[src/rtl/sha256_msg_feeder.sv]
// sha256_msg_feeder
//   Host-side initiator for a SHA-256 round core. Takes one message as a byte
//   stream, applies the standard SHA-256 padding, writes each 512-bit block
//   to the core as 16 big-endian words, pulses go and waits for done. After
//   the last block it pulses digest_valid while the core's h0..h7 hold the
//   final digest.
// Ports:
//   clk, reset_n            clock, asynchronous active-low reset
//   start, msg_empty        begin a message (IDLE only); msg_empty = zero length
//   in_data/in_valid/in_last/in_ready   byte stream, accepted on valid && ready
//   core_init               one-cycle core reinitialisation pulse
//   chipselect/write/address/writedata  core word write port
//   go, done                core start pulse / sticky completion
//   busy, digest_valid      status
module sha256_msg_feeder #(
    parameter int unsigned LEN_W = 32
) (
    input  logic        clk,
    input  logic        reset_n,
    input  logic        start,
    input  logic        msg_empty,
    input  logic [7:0]  in_data,
    input  logic        in_valid,
    input  logic        in_last,
    output logic        in_ready,
    output logic        core_init,
    output logic        chipselect,
    output logic        write,
    output logic [3:0]  address,
    output logic [31:0] writedata,
    output logic        go,
    input  logic        done,
    output logic        busy,
    output logic        digest_valid
);

    localparam logic [2:0] StIdle = 3'd0;
    localparam logic [2:0] StInit = 3'd1;
    localparam logic [2:0] StLoad = 3'd2;
    localparam logic [2:0] StPad  = 3'd3;
    localparam logic [2:0] StGo   = 3'd4;
    localparam logic [2:0] StGap  = 3'd5;
    localparam logic [2:0] StWait = 3'd6;
    localparam logic [2:0] StDone = 3'd7;

    logic [2:0]       state_q, state_d;
    logic [LEN_W-1:0] byte_count_q, byte_count_d;
    logic [3:0]       word_idx_q, word_idx_d;
    logic [1:0]       byte_pos_q, byte_pos_d;     // bytes held in the packer
    logic [23:0]      packer_q, packer_d;
    logic             empty_q, empty_d;
    logic             full_q, full_d;             // word 15 of this block launched
    logic             final_q, final_d;           // current block is the last one
    logic             pad_pend_q, pad_pend_d;     // another padding block follows
    logic             marker_done_q, marker_done_d;  // 0x80 already emitted
    logic             len_blk_q, len_blk_d;       // this pad block carries the length
    logic             wr_q, wr_d;
    logic [3:0]       addr_q, addr_d;
    logic [31:0]      data_q, data_d;

    logic        accept;
    logic [31:0] packed_word;
    logic [31:0] marker_word;
    logic [31:0] pad_word;
    logic        len_this;
    logic [63:0] bit_len;

    assign accept      = in_valid && in_ready;
    assign packed_word = {packer_q, in_data};
    assign bit_len     = 64'({byte_count_q, 3'b000});

    // Partial word completed with the 0x80 marker, bytes left-aligned.
    always_comb begin
        marker_word = 32'h8000_0000;
        case (byte_pos_q)
            2'd1:    marker_word = {packer_q[7:0], 8'h80, 16'h0000};
            2'd2:    marker_word = {packer_q[15:0], 8'h80, 8'h00};
            2'd3:    marker_word = {packer_q, 8'h80};
            default: marker_word = 32'h8000_0000;
        endcase
    end

    // The length fits in this block only if the marker landed in word 13 or earlier.
    assign len_this = marker_done_q ? len_blk_q : (word_idx_q <= 4'd13);

    always_comb begin
        pad_word = 32'h0;
        if (!marker_done_q) begin
            pad_word = marker_word;
        end else if (len_blk_q && word_idx_q == 4'd14) begin
            pad_word = bit_len[63:32];
        end else if (len_blk_q && word_idx_q == 4'd15) begin
            pad_word = bit_len[31:0];
        end
    end

    always_comb begin
        state_d       = state_q;
        byte_count_d  = byte_count_q;
        word_idx_d    = word_idx_q;
        byte_pos_d    = byte_pos_q;
        packer_d      = packer_q;
        empty_d       = empty_q;
        full_d        = full_q;
        final_d       = final_q;
        pad_pend_d    = pad_pend_q;
        marker_done_d = marker_done_q;
        len_blk_d     = len_blk_q;
        wr_d          = 1'b0;
        addr_d        = addr_q;
        data_d        = data_q;

        case (state_q)
            StIdle: begin
                if (start) begin
                    byte_count_d  = '0;
                    word_idx_d    = 4'd0;
                    byte_pos_d    = 2'd0;
                    packer_d      = 24'h0;
                    empty_d       = msg_empty;
                    full_d        = 1'b0;
                    final_d       = 1'b0;
                    pad_pend_d    = 1'b0;
                    marker_done_d = 1'b0;
                    len_blk_d     = 1'b0;
                    state_d       = StInit;
                end
            end
            StInit: state_d = empty_q ? StPad : StLoad;
            StLoad: begin
                if (full_q) begin
                    state_d = StGo;
                end else if (accept) begin
                    byte_count_d = byte_count_q + 1'b1;
                    packer_d     = packed_word[23:0];
                    byte_pos_d   = byte_pos_q + 2'd1;
                    if (byte_pos_q == 2'd3) begin
                        wr_d       = 1'b1;
                        addr_d     = word_idx_q;
                        data_d     = packed_word;
                        word_idx_d = word_idx_q + 4'd1;
                        if (word_idx_q == 4'd15) begin
                            full_d = 1'b1;
                        end
                    end
                    if (in_last) begin
                        state_d = StPad;
                        // Message ends exactly on a block boundary: padding gets its own block.
                        if (byte_pos_q == 2'd3 && word_idx_q == 4'd15) begin
                            pad_pend_d = 1'b1;
                        end
                    end
                end
            end
            StPad: begin
                if (full_q) begin
                    state_d = StGo;
                end else begin
                    wr_d       = 1'b1;
                    addr_d     = word_idx_q;
                    data_d     = pad_word;
                    word_idx_d = word_idx_q + 4'd1;
                    if (!marker_done_q) begin
                        marker_done_d = 1'b1;
                        len_blk_d     = len_this;
                        byte_pos_d    = 2'd0;
                    end
                    if (word_idx_q == 4'd15) begin
                        full_d     = 1'b1;
                        final_d    = len_this;
                        pad_pend_d = !len_this;
                    end
                end
            end
            StGo:  state_d = StGap;
            StGap: state_d = StWait;
            StWait: begin
                if (done) begin
                    word_idx_d = 4'd0;
                    full_d     = 1'b0;
                    if (final_q) begin
                        state_d = StDone;
                    end else if (pad_pend_q) begin
                        pad_pend_d = 1'b0;
                        len_blk_d  = 1'b1;
                        state_d    = StPad;
                    end else begin
                        state_d = StLoad;
                    end
                end
            end
            StDone:  state_d = StIdle;
            default: state_d = StIdle;
        endcase
    end

    always_ff @(posedge clk or negedge reset_n) begin
        if (!reset_n) begin
            state_q       <= StIdle;
            byte_count_q  <= '0;
            word_idx_q    <= 4'd0;
            byte_pos_q    <= 2'd0;
            packer_q      <= 24'h0;
            empty_q       <= 1'b0;
            full_q        <= 1'b0;
            final_q       <= 1'b0;
            pad_pend_q    <= 1'b0;
            marker_done_q <= 1'b0;
            len_blk_q     <= 1'b0;
            wr_q          <= 1'b0;
            addr_q        <= 4'd0;
            data_q        <= 32'h0;
        end else begin
            state_q       <= state_d;
            byte_count_q  <= byte_count_d;
            word_idx_q    <= word_idx_d;
            byte_pos_q    <= byte_pos_d;
            packer_q      <= packer_d;
            empty_q       <= empty_d;
            full_q        <= full_d;
            final_q       <= final_d;
            pad_pend_q    <= pad_pend_d;
            marker_done_q <= marker_done_d;
            len_blk_q     <= len_blk_d;
            wr_q          <= wr_d;
            addr_q        <= addr_d;
            data_q        <= data_d;
        end
    end

    assign in_ready     = (state_q == StLoad) && !full_q;
    assign core_init    = (state_q == StInit);
    assign chipselect   = wr_q;
    assign write        = wr_q;
    assign address      = addr_q;
    assign writedata    = data_q;
    assign go           = (state_q == StGo);
    assign busy         = (state_q != StIdle);
    assign digest_valid = (state_q == StDone);

endmodule

[config.mk]
export PLATFORM = sky130hd
export DESIGN_NAME = sha256_msg_feeder
export DESIGN_NICKNAME = d
export VERILOG_FILES = /design/src/rtl/sha256_msg_feeder.sv
export SDC_FILE = /design/constraint.sdc
export NUM_CORES = 1
export LEC_CHECK = 0
export CAP_MARGIN = 25
export CORE_ASPECT_RATIO = 1.4
export CORE_MARGIN = 8
export CORE_UTILIZATION = 55
export DETAILED_ROUTE_END_ITERATION = 10
export PLACE_DENSITY = 0.79
export SYNTH_ARGS = -nofsm -noshare
export SYNTH_HDL_FRONTEND = slang
export SYNTH_SLANG_ARGS = --single-unit
[constraint.sdc]
create_clock -name clk -period 2.5 [get_ports clk]
set_clock_uncertainty 0.05 [all_clocks]
set_input_delay 0.25 -clock clk [delete_from_list [all_inputs] [get_ports clk]]
set_output_delay 0.25 -clock clk [all_outputs]
set_load 0.01 [all_outputs]
Word level (Yosys, flattened, before mapping)
Cells that the tools add are included.
- register bits: 108
- bits of input ports: 15
- add/subtract/negate cells: 3
- $lt $le $gt $ge: 1
- eq/ne operators: 27
- muxes and demuxes: 79
- reductions and logical operators: 26
- operator list (cell ; count):
    32-bit two-way mux ; 10
    32-bit case mux with 2 select lines ; 2
    32-bit case mux with 3 select lines ; 1
    24-bit two-way mux ; 3
    24-bit case mux with 2 select lines ; 1
    4-bit two-way mux ; 10
    32-bit by 1-bit adder with 32-bit output, second input constant ; 1
    1-bit two-way mux ; 30
    2-bit != test, second input constant ; 13
    3-bit case mux with 8 select lines ; 1
    3-bit two-way mux ; 7
    4-bit case mux with 4 select lines ; 1
    7-bit AND reduction ; 2
    3-bit equality test, second input constant ; 4
    2-bit two-way mux ; 5
    10-bit AND reduction ; 1
    5-bit AND reduction ; 2
    3-bit nonzero test ; 3
    4-bit equality test, second input constant ; 2
    1-bit case mux with 4 select lines ; 2
    4-bit case mux with 2 select lines ; 1
    4-bit AND reduction ; 2
    3-bit by 2-bit equality test with 1-bit output, second input constant ; 2
    3-bit != test, second input constant ; 2
    17 further kinds ; 28

Longest topological paths before layout
Gate-level depths: netlist of the first run.
- depth after elaboration: 7
- gate-level depth with buffers: 9
- gate-level depth less buffers: 7

Worst setup path before layout of the first run
Ideal clock, no wire load.
- path kind: reg2reg
- from: register state_q[2]
- to: register byte_count_q[27]
- setup time: 0.073 ns
- arrival: 1.732 ns
- setup slack: 0.645 ns
- stages on the path, launching flop included: 8
- cells stage by stage: dfrtp_1 > buf_6 > or2_1 > buf_6 > a2111oi_4 > nand3_2 > or3_1 > a21oi_2
- cells in the longest elaborated chain, start to end: 5
- ends and longest elaborated chain (element ; line ; text):
    start, declared ; 46 ; logic [2:0] state_q, state_d;
    start signal, assigned ; 199 ; state_q <= StIdle;
    start signal, assigned ; 214 ; state_q <= state_d;
    3-bit by 2-bit equality test with 1-bit output ; 113, 231 ;
    1-bit logical AND ; 231 ; assign in_ready = (state_q == StLoad) && !full_q;
    1-bit logical AND ; 68 ; assign accept = in_valid && in_ready;
    2-bit != test (no source line) ; -- ;
    4-bit AND reduction (no source line) ; -- ;
    end signal, assigned ; 215 ; byte_count_q <= byte_count_d;
    end, declared ; 47 ; logic [LEN_W-1:0] byte_count_q, byte_count_d;
Parallel ways exist; a longest one is shown, timed or not.
A chain may end at the register's enable or synchronous reset.

Worst setup path in the final report of the first run
- from: register state_q[1]
- to: register data_q[21] (netlist: writedata[21])
- cells in the longest elaborated chain, start to end: 5
- ends and longest elaborated chain (element ; line ; text):
    3-bit by 2-bit equality test with 1-bit output ; 113, 231 ;
    1-bit logical AND ; 231 ;
    1-bit logical AND ; 68 ;
    2-bit != test (no source line) ; -- ;
    5-bit AND reduction (no source line) ; -- ;
    end signal, assigned ; 227 ; data_q <= data_d;
    end, declared ; 59 ; logic [31:0] data_q, data_d;
Parallel ways exist; a longest one is shown, timed or not.

==> results.md, run 1 <==
* Placed Cells incl. Taps at between 700 and 800
* Cell with the most instances after synthesis: dfrtp_1
* Vias in the first global route at 4892
* FF-to-FF setup slack at 0.19 ns
* Pint at 4.85 mW
* Row count at 43
* CTS tree: done
* # hold bufs at CTS at 1
* CTS Buf Count at 9
* Area grow syn2layout at 19.4%
* First drt pass iteration count at 5
* Post-synth EDFFs at 0
* Flops & latches, synth at roughly 110
* Post-synth top flop: dfrtp_1
* Net switching power figure at 3.31 mW
* Final slew viol count at 0
* Initial antenna violation count at 0
* Sequential share of power at between 30 and 40%
* Synth Area in Simple Gates at 17.9%
* Top cells by count, synth: dfrtp_1 (108), nor2_1 (99), o21ai_0 (37)
* Compound-Gate Fraction of Synth Area at 22.7%
* Crit path time final at between 2 and 2.5 ns
* CTS Root Cell: clkbuf_16
* WHS at between 0.2 and 0.3 ns
* Die width at 101 um
* Setup Fix Bufs, Post-CTS at 0
* Final Hold Fails at 0
* Crit path max fanout at 16
* Final GP Congestion at 0.921
* Starting Density at a little under three fifths
* Worst-path clk slew at 0.07 ns
* Result of the run: complete, no violations
* Grt ovf at 0
* Yosys top cell area share at 49.0%
* Syn Area/Cell at 9.64 um2
* Total of max-cap violations at 0
* Via density at ~6.3
* Largest net degree at the start of global routing at 53
* Routed WL at 14.9 mm
* Core Box Area at 9850 um2
* Worst Hold Class: input port to async pin
* Library cells used by synthesis at 54
* CTS Sinks at 108
* Fin cells at ~760
* Clk_lat worst skew at 0.35 ns
* # nets final at between 600 and 700
* All-Layer GR Usage at 22.8%
* Worst r2r path cells at 5
* H-tree levels at 3
* N_diodes at 0
* P per Cell Area at 1240 nW/um2
* Cell Area, Synth at ~5500 um2
* YS warnings at 0
* CP endpoint kind: register
* Sequential cell area fraction in the yosys report at 49.0%
* Share of flip-flops with an asynchronous set or reset at 100%
* Die height at 134 um
* Crit path launch type: register
* Syn_nets at 596
* Fillers at 811
* Vias at a little under 5000
* DIE AREA at roughly 14000 um2
* Worst rel slew slack at 62.3%
* Slew @ Worst Pin at 0.558 ns
* Worst Setup SP: state_q[1]
* Ports at 58
* Final worst path period share at 92.3%
* Combinational fraction of design power at 46.4%
* Mux share of post-synthesis cell area at less than 1%
* Xor-xnor portion of the synthesized cell area at 3.02%
* Drt wl/cell at 19.7 um
* Setup violators final at 0
* Unrepaired setup endpoints after global routing: false
* IO Port Bufs at 57
* Global-route wire length before repair at 24.5 mm
* Synth area leader: dfrtp_1
* Reg2reg end: writedata[21]
* Sw Ratio at 40.6%
* First DRT Iteration DRCs at slightly below 400
* Worst EP arrival at between 2 and 2.5 ns
* Syn Inst Count at about 570
* Final setup TNS at 0 ns
* VDD IR max at between 0.5 and 0.6 mV
* Drt drc at 0
* Post-cts sizing count at 0
* Core Util, Final at 66.8%
* Clock power share at 17.8%
* Share of post-route cells with drive strength above 1 at 8.01%
* Worst-case clock buffer depth at 2
* Required @ worst endpoint at 2.68 ns
* Type of the worst setup path: register to register
* Post-Synth Adder-Cell Area at 2.04%
* Reg-to-Reg Start: state_q[1]
* Leak at 2.81 nW
* Post-DRT Antenna Nets at 0
* Top post-synthesis cells by area: dfrtp_1 (49%), nor2_1 (6.7%), a22o_1 (5.4%)
* Largest family of logic cells by synthesized area: compound AO/OA/AOI/OAI gates
* Max Fclk at 433 MHz
* Post-DP HPWL at 10.7 mm
## area by class of cell
class | instances | area, um2 | share of cell area, %
repair buffers | 79 | 786 | 11.9
inverters | 17 | 63.8 | 0.970
clock buffers | 12 | 256 | 3.90
clock inverters | 3 | 46.3 | 0.704
multi-input cells | 405 | 2550 | 38.8
flip-flops and latches | 108 | 2700 | 41.1
well taps | 135 | 169 | 2.57
## flip-flops by register name (all words and copies together), names as in the netlist
register,cells
empty_q,1
state_q,3
address,4
byte_pos_q,2
word_idx_q,4
final_q,1
byte_count_q,32
writedata,32
packer_q,24
full_q,1
chipselect,1
len_blk_q,1
marker_done_q,1
pad_pend_q,1
## power groups by stage
stage	registers (mW)	clock network, mW	logic, mW
final	2.92	1.46	3.79
after global routing	2.98	1.53	4.16
after CTS	2.91	1.47	3.80
after detailed placement	2.93	0	3.76
after global placement	2.90	0	3.65
after floorplan	2.91	0	2.23
## layer usage
metal / wire, um / vias to the layer above / track usage (%)
met5: 0 / - / 0
met4: 504 / 0 / 12.0
met3: 868 / 40 / 3.89
met2: 7590 / 216 / 37.5
met1: 5980 / 2377 / 27.8
li1: - / 2186 / -
## worst max-delay path by stage
| stage | endpoint | cells past startpoint |
|---|---|---|
| 3_5_place_dp | byte_count_q[27] | 6 |
| 3_3_place_gp | byte_count_q[27] | 6 |
| 5_1_grt | writedata[16] | 5 |
| 2_1_floorplan | byte_count_q[27] | 7 |
| 6_report | writedata[21] | 5 |
| 4_1_cts | in_ready | 3 |
## cells by family (layout without fill, tap and decap cells)
logic type | Yosys count | in the layout
flops | 108 | 108
simple gates | 204 | 204
compound gates | 170 | 170
mux | 3 | 3
buf+inv | 59 | 111
xor+xnor | 19 | 19
fa+ha+maj | 9 | 9
## critical path, stage by stage (launching register included)
cell	delay, ns
dfrtp_1	0.49
buf_4	0.25
and3_1	0.40
nand2_1	0.39
a221oi_1	0.50
nor2_1	0.10
## placed cells by master, fill, tap and decap left out, types with 7 or more instances in the layout
cell               n
nand3_1           13
and3_1            10
a31oi_1            9
a22oi_1            7
nand2_1           28
xor2_1            14
inv_1             16
a221oi_1          32
o21ai_0           37
clkdlybuf4s50_1   56
nand4_1           17
a22o_1            34
a21oi_1           22
buf_4             18
dfrtp_1          108
clkbuf_16          9
nor3_1             7
o2bb2ai_1          9
nor2_1            98
ha_1               9
## per-stage QoR
step                      instance area [um2]  power [mW]  setup WS, ns
after global placement                   6270        6.55         0.245
after detailed placement                 6270        6.69         0.163
after global routing                     6580        8.67        0.0372
after floorplan                          5510        5.13         0.645
after CTS                                6580        8.18         0.197
final                                    6580        8.17         0.192
Note: power is estimated with default switching activity, not from simulation.
==> inputs of run 2 (changes only) <==
- PLACE_DENSITY: 0.79 -> 0.78
==> run 2 against run 1 <==
Against the previous run:
- count of clock-buffer cells in the layout shrank 2
- power is 2.1% higher
- sequential power about the same
- sequential cell count unchanged
- critical path depth shrank 2
- non-clock buffer count up 2
- critical path type is now register to output port
- global-route usage is 0.51 points higher
- design area is 0.61% higher
- register-to-register slack better by 0.06 ns
==> results.md, run 2 (synthesis gave the netlist of run 1 again) <==
* # hold bufs at CTS at 1 (unchanged)
* Crit path max fanout at 10 (was 16)
* Vias in the first global route at 4678 (was 4892)
* Sw Ratio at 39.8% (was 40.6%)
* Most common cell after layout, fill and taps aside: dfrtp_1 (unchanged)
* Crit-path max cell delay at 0.55 ns (was 0.50 ns)
* Setup violators final at 0 (unchanged)
* First DRT Iteration DRCs at 406 (was 390)
* Final Hold Fails at 0 (unchanged)
* Post-DP HPWL at 10.7 mm (about the same)
* Required @ worst endpoint at 2.20 ns (was 2.68 ns)
* WHS at 0.429 ns (was 0.282 ns)
* P per Cell Area at 1260 nW/um2 (was 1240 nW/um2)
* VDD IR max at 0.576 mV (was 0.502 mV)
* Most frequent cells in the layout: dfrtp_1 (108), nor2_1 (98), clkdlybuf4s50_1 (56) (unchanged)
* Die height at 134 um (unchanged)
* Drt drc at 0 (unchanged)
* Post-cts sizing count at 0 (unchanged)
* Vias at 4822 (was 4819)
* Worst EP arrival at 2.00 ns (was 2.48 ns)
* CTS tree: done (unchanged)
* Critical path cell sequence: or3b_2 -> nor2_1 -> clkdlybuf4s50_1 (was buf_4 -> and3_1 -> nand2_1 -> a221oi_1 -> nor2_1)
* Post-DRT Antenna Nets at 0 (unchanged)
* Setup Fix Bufs, Post-CTS at 0 (unchanged)
* HP Start: msg_empty
* Ports at 58 (unchanged)
* Die width at 101 um (unchanged)
* Pint at 5.02 mW (was 4.85 mW)
* Hold path depth at 3
* Worst rel slew slack at 51.0% (was 62.3%)
* Type of the worst setup path: register to output port (was register to register)
* Initial antenna violation count at 0 (unchanged)
* Net switching power figure at 3.32 mW (was 3.31 mW)
* Final GP Congestion at 0.865 (was 0.921)
* Final worst path period share at 92.0% (was 92.3%)
* Worst Hold Class: input port to register (was input port to async pin)
* CTS Root Cell: clkbuf_16 (unchanged)
* Reg-to-Reg Start: state_q[1] (unchanged)
* Critical path's slowest cell: clkdlybuf4s50_1 (was a221oi_1)
* Core Box Area at 9850 um2 (unchanged)
* All-Layer GR Usage at 23.4% (was 22.8%)
* Worst r2r path cells at 6 (was 5)
* Worst-case clock buffer depth at 2 (unchanged)
* Crit path time final at 2.30 ns (was 2.31 ns)
* Global-route wire length before repair at 25.0 mm (was 24.5 mm)
* Leak at 2.83 nW (was 2.81 nW)
* Row count at 43 (unchanged)
* CTS Buf Count at 9 (unchanged)
* Final slew viol count at 0 (unchanged)
* Core Util, Final at 67.2% (was 66.8%)
* Final setup TNS at 0 ns (unchanged)
* H-tree levels at 3 (unchanged)
* Slew @ Worst Pin at 0.736 ns (was 0.558 ns)
* Total of max-cap violations at 0 (unchanged)
* Unrepaired setup endpoints after global routing: false (unchanged)
* Result of the run: complete, no violations (unchanged)
* Worst-path clk slew at 0.07 ns (about the same)
* Combinational fraction of design power at 45.7% (was 46.4%)
* CTS Sinks at 108 (unchanged)
* DIE AREA at 13500 um2 (unchanged)
* First drt pass iteration count at 5 (unchanged)
* Total power at 8.34 mW (was 8.17 mW)
* Reg2reg end: byte_count_q[13] (was writedata[21])
* Clk_lat worst skew at 0.35 ns (about the same)
* Fin worst setup slack at 0.200 ns (was 0.192 ns)
* Hold endpoint: empty_q
* N_diodes at 0 (unchanged)
* # nets final at 646 (was 644)
* Starting Density at 56.0% (unchanged)
* Setup WS pre-CTS at 0.0842 ns (was 0.163 ns)
* Via density at 6.33 (was 6.35)
* Largest net degree at the start of global routing at 56 (was 53)
* Routed WL at 15.2 mm (was 14.9 mm)
* FF-to-FF setup slack at 0.25 ns (was 0.19 ns)
* Grt ovf at 0 (unchanged)
* Share of post-route cells with drive strength above 1 at 8.45% (was 8.01%)
* CP endpoint kind: output port (was register)
* Area grow syn2layout at 20.1% (was 19.4%)
* Clock power share at 19.4% (was 17.8%)
* Drt wl/cell at 19.9 um (was 19.7 um)
* IO Port Bufs at 57 (unchanged)
* Sequential share of power at 34.9% (was 35.7%)
* Crit path launch type: register (unchanged)
* Max Fclk at 435 MHz (was 433 MHz)
## run 2: cell count changes in the layout (fill, tap and decap cells not counted)
| cell | before | now |
|---|---|---|
| buf_12 | 4 | 3 |
| bufinv_16 | 1 | 3 |
| clkbuf_8 | 2 | 0 |
| clkinv_2 | 0 | 1 |
| inv_6 | 0 | 1 |
| clkinv_4 | 1 | 0 |
| buf_4 | 18 | 21 |
## run 2: final cells by class
type                       count  area (um2)
clock buffer                  10         229
clock inverter                 6         111
fill                         783        3230
inverter                      17        63.8
multi-input combinational    405        2550
sequential                   108        2700
tap                          135         169
timing repair buffer          81         788
## run 2: critical path: cells and delay by family (launching register included)
family	cells	cell delay [ns]
flops	1	0.50
buf+inv	1	0.55
simple gates	2	0.60
## run 2: through the flow
stage / instance area, um2 / cells
2_1_floorplan: 5510 / 572
3_3_place_gp: 6270 / 745
3_5_place_dp: 6270 / 745
4_1_cts: 6620 / 762
5_1_grt: 6620 / 762
6_report: 6620 / 762
## run 2: how the worst max path moves through the flow
| stage | from | endpoint |
|---|---|---|
| 6_report | state_q[1] | in_ready |
| 5_1_grt | state_q[1] | in_ready |
| 4_1_cts | state_q[1] | in_ready |
| 3_5_place_dp | in_valid | byte_count_q[13] |
| 3_3_place_gp | in_valid | full_q |
| 2_1_floorplan | state_q[2] | byte_count_q[27] |
## run 2: metal layers
metal	vias to the layer above	GRT usage, %	part of all wire [%]
met1	2355	30.1	41
met3	34	4.30	6.4
met4	0	8.95	2.5
met5	-	0	0
li1	2196	-	-
met2	237	37.7	51
## run 2: power groups by stage
stage	Combinational [mW]	Sequential, mW	Clock (mW)
finish	3.81	2.91	1.62
global route	4.18	2.98	1.72
CTS	3.81	2.90	1.65
detailed placement	3.79	2.92	0
global placement	3.69	2.89	0
floorplan	2.23	2.91	0
